### src/rtl/booth_pkg.sv
// Shared types and size helpers for the radix-4 Booth multiplier.
package booth_pkg;

  // Internal operand width: one guard bit for sign/zero extension plus one
  // so that the digit count is an integer.
  function automatic int booth_xw(input int width);
    return width + 32'sd2;
  endfunction

  // Number of radix-4 digits, one per CALC cycle.
  function automatic int booth_n(input int width);
    return (width + 32'sd2) / 32'sd2;
  endfunction

  // Recoded radix-4 Booth digit.
  typedef enum logic [2:0] {
    ZERO = 3'd0,
    POS1 = 3'd1,
    POS2 = 3'd2,
    NEG1 = 3'd3,
    NEG2 = 3'd4
  } booth_digit_t;

  // Control FSM states.
  typedef enum logic {
    IDLE = 1'b0,
    CALC = 1'b1
  } booth_state_t;

endpackage

### src/rtl/booth_r4_digit.sv
// Radix-4 Booth digit decoder: maps a 3-bit multiplier window to a digit
// and the matching partial product (0, +-mcand, +-2*mcand), all modulo 2^PW.
module booth_r4_digit
  import booth_pkg::*;
#(
  parameter int PW = 18
) (
  input  logic [2:0]    bits,
  input  logic [PW-1:0] mcand,
  output booth_digit_t  digit,
  output logic [PW-1:0] pp
);

  localparam logic [PW-1:0] PP_ONE  = {{(PW-1){1'b0}}, 1'b1};
  localparam logic [PW-1:0] PP_ZERO = {PW{1'b0}};

  logic [PW-1:0] mcand_x2_s;

  // Doubled multiplicand used by the +-2 digits.
  always_comb begin
    mcand_x2_s = {mcand[PW-2:0], 1'b0};
  end

  // Decode the window into a digit and select the partial product.
  always_comb begin
    digit = ZERO;
    pp    = PP_ZERO;
    case (bits)
      3'b000, 3'b111: begin
        digit = ZERO;
        pp    = PP_ZERO;
      end
      3'b001, 3'b010: begin
        digit = POS1;
        pp    = mcand;
      end
      3'b011: begin
        digit = POS2;
        pp    = mcand_x2_s;
      end
      3'b100: begin
        digit = NEG2;
        pp    = (~mcand_x2_s) + PP_ONE;
      end
      3'b101, 3'b110: begin
        digit = NEG1;
        pp    = (~mcand) + PP_ONE;
      end
      default: begin
        digit = ZERO;
        pp    = PP_ZERO;
      end
    endcase
  end

endmodule

### src/rtl/booth_multiplier_r4.sv
// Parametrised radix-4 Booth multiplier with start/busy/done handshake.
// Produces the full 2*WIDTH-bit product for signed or unsigned operands.
// Optional build macro BOOTH_EARLY_TERM_EN: finish as soon as the remaining
// multiplier bits are all zeros or all ones (every later digit is zero).
module booth_multiplier_r4
  import booth_pkg::*;
#(
  parameter int WIDTH = 8
) (
  input  logic                 clk,
  input  logic                 rst,
  input  logic                 start,
  input  logic                 signed_mode,
  input  logic [WIDTH-1:0]     M,
  input  logic [WIDTH-1:0]     Q,
  output logic                 busy,
  output logic                 done,
  output logic [2*WIDTH-1:0]   result
);

  localparam int XW = booth_xw(WIDTH);
  localparam int N  = booth_n(WIDTH);
  localparam int PW = 2 * WIDTH + 2;
  localparam int CW = $clog2(N + 1);

  localparam logic [CW-1:0] CNT_ONE  = {{(CW-1){1'b0}}, 1'b1};
  localparam logic [CW-1:0] CNT_LAST = CW'(N);

  // Architectural state
  booth_state_t         state_r;
  logic [PW-1:0]        acc_r;
  logic [PW-1:0]        mcand_r;
  logic [XW:0]          mplr_r;
  logic [CW-1:0]        cnt_r;
  logic                 busy_r;
  logic                 done_r;
  logic [2*WIDTH-1:0]   result_r;

  // Next-value and decode signals
  logic [XW-1:0]        m_ext_s;
  logic [XW-1:0]        q_ext_s;
  booth_digit_t         digit_s;
  logic [PW-1:0]        pp_s;
  logic [PW-1:0]        acc_next_s;
  logic [XW:0]          mplr_next_s;
  logic [CW-1:0]        cnt_next_s;
  logic                 early_s;
  logic                 finish_s;

  booth_r4_digit #(
    .PW (PW)
  ) u_digit (
    .bits  (mplr_r[2:0]),
    .mcand (mcand_r),
    .digit (digit_s),
    .pp    (pp_s)
  );

  // Extend the operands to XW bits according to the requested signedness.
  always_comb begin
    m_ext_s = {2'b00, M};
    q_ext_s = {2'b00, Q};
    if (signed_mode) begin
      m_ext_s = {{2{M[WIDTH-1]}}, M};
      q_ext_s = {{2{Q[WIDTH-1]}}, Q};
    end else begin
      m_ext_s = {2'b00, M};
      q_ext_s = {2'b00, Q};
    end
  end

  // Per-iteration datapath: accumulate, shift the multiplier window, count.
  always_comb begin
    acc_next_s  = acc_r;
    mplr_next_s = {{2{mplr_r[XW]}}, mplr_r[XW:2]};
    cnt_next_s  = cnt_r + CNT_ONE;
    if (digit_s == ZERO) begin
      acc_next_s = acc_r;
    end else begin
      acc_next_s = acc_r + pp_s;
    end
  end

  // Completion: last digit consumed, or remaining digits known to be zero.
  always_comb begin
    early_s  = 1'b0;
`ifdef BOOTH_EARLY_TERM_EN
    early_s  = (mplr_next_s == {(XW+1){1'b0}}) || (mplr_next_s == {(XW+1){1'b1}});
`else
    early_s  = 1'b0;
`endif
    finish_s = (cnt_next_s == CNT_LAST) || early_s;
  end

  // Control FSM with registered handshake outputs and product register.
  always_ff @(posedge clk) begin
    if (rst) begin
      state_r  <= IDLE;
      acc_r    <= {PW{1'b0}};
      mcand_r  <= {PW{1'b0}};
      mplr_r   <= {(XW+1){1'b0}};
      cnt_r    <= {CW{1'b0}};
      busy_r   <= 1'b0;
      done_r   <= 1'b0;
      result_r <= {(2*WIDTH){1'b0}};
    end else begin
      case (state_r)
        IDLE: begin
          done_r <= 1'b0;
          if (start) begin
            acc_r   <= {PW{1'b0}};
            mcand_r <= {{WIDTH{m_ext_s[XW-1]}}, m_ext_s};
            mplr_r  <= {q_ext_s, 1'b0};
            cnt_r   <= {CW{1'b0}};
            busy_r  <= 1'b1;
            state_r <= CALC;
          end else begin
            busy_r  <= 1'b0;
            state_r <= IDLE;
          end
        end
        CALC: begin
          acc_r   <= acc_next_s;
          mcand_r <= {mcand_r[PW-3:0], 2'b00};
          mplr_r  <= mplr_next_s;
          cnt_r   <= cnt_next_s;
          if (finish_s) begin
            result_r <= acc_next_s[2*WIDTH-1:0];
            done_r   <= 1'b1;
            busy_r   <= 1'b0;
            state_r  <= IDLE;
          end else begin
            done_r   <= 1'b0;
            busy_r   <= 1'b1;
            state_r  <= CALC;
          end
        end
        default: begin
          busy_r  <= 1'b0;
          done_r  <= 1'b0;
          state_r <= IDLE;
        end
      endcase
    end
  end

  assign busy   = busy_r;
  assign done   = done_r;
  assign result = result_r;

endmodule

### config.mk
export PLATFORM = sky130hd
export DESIGN_NAME = booth_multiplier_r4
export DESIGN_NICKNAME = d
export VERILOG_FILES = /design/src/rtl/booth_pkg.sv /design/src/rtl/booth_r4_digit.sv /design/src/rtl/booth_multiplier_r4.sv
export SDC_FILE = /design/constraint.sdc
export NUM_CORES = 1
export LEC_CHECK = 0
export CAP_MARGIN = 20
export CELL_PAD_IN_SITES_DETAIL_PLACEMENT = 0
export CELL_PAD_IN_SITES_GLOBAL_PLACEMENT = 1
export CORE_ASPECT_RATIO = 0.75
export CORE_MARGIN = 2
export CORE_UTILIZATION = 40
export DETAILED_ROUTE_END_ITERATION = 16
export PLACE_DENSITY = 0.82
export SLEW_MARGIN = 20
export SYNTH_ARGS = -nofsm -noshare
export SYNTH_HDL_FRONTEND = slang
export SYNTH_SLANG_ARGS = --single-unit
export TNS_END_PERCENT = 50
### constraint.sdc
create_clock -name clk -period 3.9 [get_ports clk]
set_input_delay 0.78 -clock clk [delete_from_list [all_inputs] [get_ports clk]]
set_output_delay 0.78 -clock clk [all_outputs]
set_load 0.02 [all_outputs]
==> metrics, run 1 <==
status=completed; Setup crit end=result[14]$_SDFFE_PP0P_; die width=121.6 microns; Longest Clk Path Bufs=2; fin worst setup slack=0.2897 ns; I/O pins=38; Post-synth top cells=83 x nor2_1, 64 x dfxtp_1, 60 x a21oi_1, 33 x clkbuf_1, 33 x nand2_1; Post-CTS Setup Repair Bufs=0; register area=1282 sq um; Area Growth Syn to Fin=19.34%; clk_lat worst skew=0.34 ns; Unique masters post-synth=54; Initial DRT Pass Iterations=5; die height=92.18 microns; CTS tree=built; Synth area leader=dfxtp_1; GRT Overall Usage=18.27%; H-tree levels=3; post-DP HPWL=6736 microns; # setup viols final=0; port buffer count=37; worst-path maximum fanout=5; antenna-violating nets left=0; Critical Path Max Stage Delay=0.37 ns; number of flops mapped to enable cells by yosys=0; Die ar.=11210 sq um; Pwr Density=370.7 nW/um^2; non-filler cells, final=700; Nets=602; post-synth top area share=30.90%; TritonCTS buffer count=9; vias per cell=5.394; register-to-register setup slack=0.29 ns; CTS root buffer=clkbuf_16; CP endpoint kind=flip-flop; Rel. slew slack=35.35%; ratio of cells with drive above 1 in the final layout=7.447%; count leader, synth=nor2_1; initial antenna violation count=0; Primary FF master, synth=dfxtp_1; leak pwr=1.945 nW; data required time of the critical path=4.16 ns; Worst Skew=0.007969 ns; fin crit share=92.57%; Slew @ Worst Pin=0.9697 ns; Async SR Flop Fraction=0%; Critical path origin=mcand_r[0]$_SDFFE_PP0P_; largest net degree at the start of global routing=54; Worst R2R Path Depth=15; area of the multi-input gates=2700 sq um; Final Critical Period=3.610 ns; Power Total=0.001834 W; Final Wtd Congestion=0.8672; Slew Viols, Final=0; Ys Warns=0; number of clock sinks=64; Initial Utilization=40.77%; Total Wirelength=9679 microns; CP Data Arrival Time=3.87 ns; Crit Reg-Reg Endpoint=result[14]$_SDFFE_PP0P_; via count=3776; Yosys reg bits=64; VDD IR-drop max=0.0001940 V; Highest Clock Rate=277.0 MHz; sequential share of the synthesized area=30.90%; clock-pin slew on the worst setup and hold paths=0.06 ns; gr ovfl total=0; vias in the first global route=3494; num rows=32; Mapped Cells=540; Post-route DRC=0; synthesized cell area=4146 sq um; main area contributors after synthesis=dfxtp_1 31%, nor2_1 7.5%, a21oi_1 7.2%; max-cap viol count=0; synthesized net count=583; Core Area=10170 sq um; number of DRC markers in iteration 0=199; WL/cell=13.83 microns; filler instances=1039; Avg Inst Size Synth=7.679 sq um; worst reg2reg path startpoint=mcand_r[0]$_SDFFE_PP0P_; CP Depth=15; Critical Path Start Type=flip-flop; Final Hold Vio Count=0; Hold Path Class=flip-flop to flip-flop; Cell Chain, Critical Path=nor4_2 > buf_4 > nand2_1 > or3_1 > nand2_1 > xor2_1 > o21ai_0 > ha_1 > a21o_1 > a21o_1 > a21o_1 > a221oi_2 > mux2i_1 > o211ai_1 > a21oi_1; first-pass GRT wire length=16490 microns; CP dominant cell by count=a21o_1; critical path class=flip-flop to flip-flop; ANT cells=0; crit path max-delay cell type=or3_1; CP Buf/Inv Count=1; Worst path top cell family by delay=compound AO/OA/AOI/OAI gates; Placed Cells=684; pre-CTS setup slack=0.1485 ns
[tightest hold or removal path, stage by stage, from the launching register on]
cell and delay [ns]:
dfxtp_1 0.31, nand2_1 0.05, a21oi_1 0.05
[worst min path at each step]
| stage | startpoint | end | slack, ns | cells after the start |
|---|---|---|---|---|
| detailed placement | result[1]$_SDFFE_PP0P_ | result[1]$_SDFFE_PP0P_ | 0.45 | 2 |
| global route | result[1]$_SDFFE_PP0P_ | result[1]$_SDFFE_PP0P_ | 0.48 | 2 |
| CTS | result[1]$_SDFFE_PP0P_ | result[1]$_SDFFE_PP0P_ | 0.46 | 2 |
| finish | result[1]$_SDFFE_PP0P_ | result[1]$_SDFFE_PP0P_ | 0.46 | 2 |
| global placement | result[10]$_SDFFE_PP0P_ | result[10]$_SDFFE_PP0P_ | 0.44 | 2 |
| floorplan | mplr_r[8]$_SDFFE_PP0P_ | mplr_r[6]$_SDFFE_PP0P_ | 0.45 | 2 |
[registers in the layout (all words and copies together) (netlist names)]
name     flops
acc_r       16
mcand_r     16
done         1
cnt_r        3
busy         1
mplr_r      11
result      16
[repair_timing]
item / CTS / global route
gates resized for setup: 0 / 8
endpoints found under the setup margin: 0 / 3
hold buffers: 0 / 0
[routing by layer]
| layer | share of wire (%) | GRT usage (%) | vias to the layer above |
|---|---|---|---|
| met3 | 3.8 | 5.100 | 11 |
| met5 | 0 | 0 | - |
| met1 | 51 | 24.96 | 1757 |
| met2 | 44 | 28.04 | 63 |
| li1 | - | - | 1945 |
| met4 | 1.3 | 5.268 | 0 |
[metrics by stage]
stage	utilization (%)	hold slack (ns)	TNS, ns	area [sq um]
CTS	48.23	0.4600	0	4905
floorplan	-	0.4505	0	4146
detailed placement	45.29	0.4473	0	4606
global placement	45.29	0.4405	0	4606
global route	48.66	0.4807	-0.006132	4949
finish	48.66	0.4579	0	4949
[cells by family after synthesis]
kind of cell | after synthesis | share of synthesized area, %
muxes | 18 | 4.375
xor gates and xnor gates | 30 | 6.337
adders and majority gates | 23 | 7.121
and+or+nand+nor | 196 | 23.30
buffers and inverters | 53 | 5.039
DFF | 64 | 30.90
AOI/OAI and AO/OA | 156 | 22.93
[cells in the final DEF (no fill, tap or decap), types with 13 or more instances in the layout]
cell type	Yosys	final
nor3_1	17	17
xor2_1	19	19
a21oi_1	60	59
dfxtp_1	64	63
nand2_1	33	32
mux2i_1	17	17
nor2_1	83	83
a22oi_1	15	15
inv_1	13	13
ha_1	22	21
o21ai_1	26	26
clkdlybuf4s50_1	0	36
[layout make-up]
| cell class | instances | share of cell area (%) |
|---|---|---|
| clock buffers | 11 | 4.905 |
| multi-input cells | 423 | 54.56 |
| flip-flops and latches | 64 | 25.92 |
| inverters | 13 | 0.9861 |
| well taps | 136 | 3.439 |
| repair buffers | 48 | 9.052 |
| clock inverters | 5 | 1.138 |
[report_power, final]
part | internal [W] | switching (W)
logic | 0.000135 | 0.000186
registers | 0.000676 | 0.0000289
clock network | 0.000510 | 0.000298
(Power assumes the default switching activity.)
==> inputs of run 2 (changes only) <==
--- a/config.mk
+++ b/config.mk
@@ -13,6 +13,7 @@
 export CORE_UTILIZATION = 40
 export DETAILED_ROUTE_END_ITERATION = 16
 export PLACE_DENSITY = 0.82
+export SKIP_CTS_REPAIR_TIMING = 1
 export SLEW_MARGIN = 20
 export SYNTH_ARGS = -nofsm -noshare
 export SYNTH_HDL_FRONTEND = slang
==> results of run 2 <==
Same layout as run 1: the final DEF is identical, and so are final timing and power.
==> inputs of run 3 (changes only) <==
--- a/config.mk
+++ b/config.mk
@@ -14,6 +14,7 @@
 export DETAILED_ROUTE_END_ITERATION = 16
 export PLACE_DENSITY = 0.82
 export SKIP_CTS_REPAIR_TIMING = 1
+export SKIP_LAST_GASP = 1
 export SLEW_MARGIN = 20
 export SYNTH_ARGS = -nofsm -noshare
 export SYNTH_HDL_FRONTEND = slang
==> results of run 3 <==
Same layout as run 1: the final DEF is identical, and so are final timing and power.
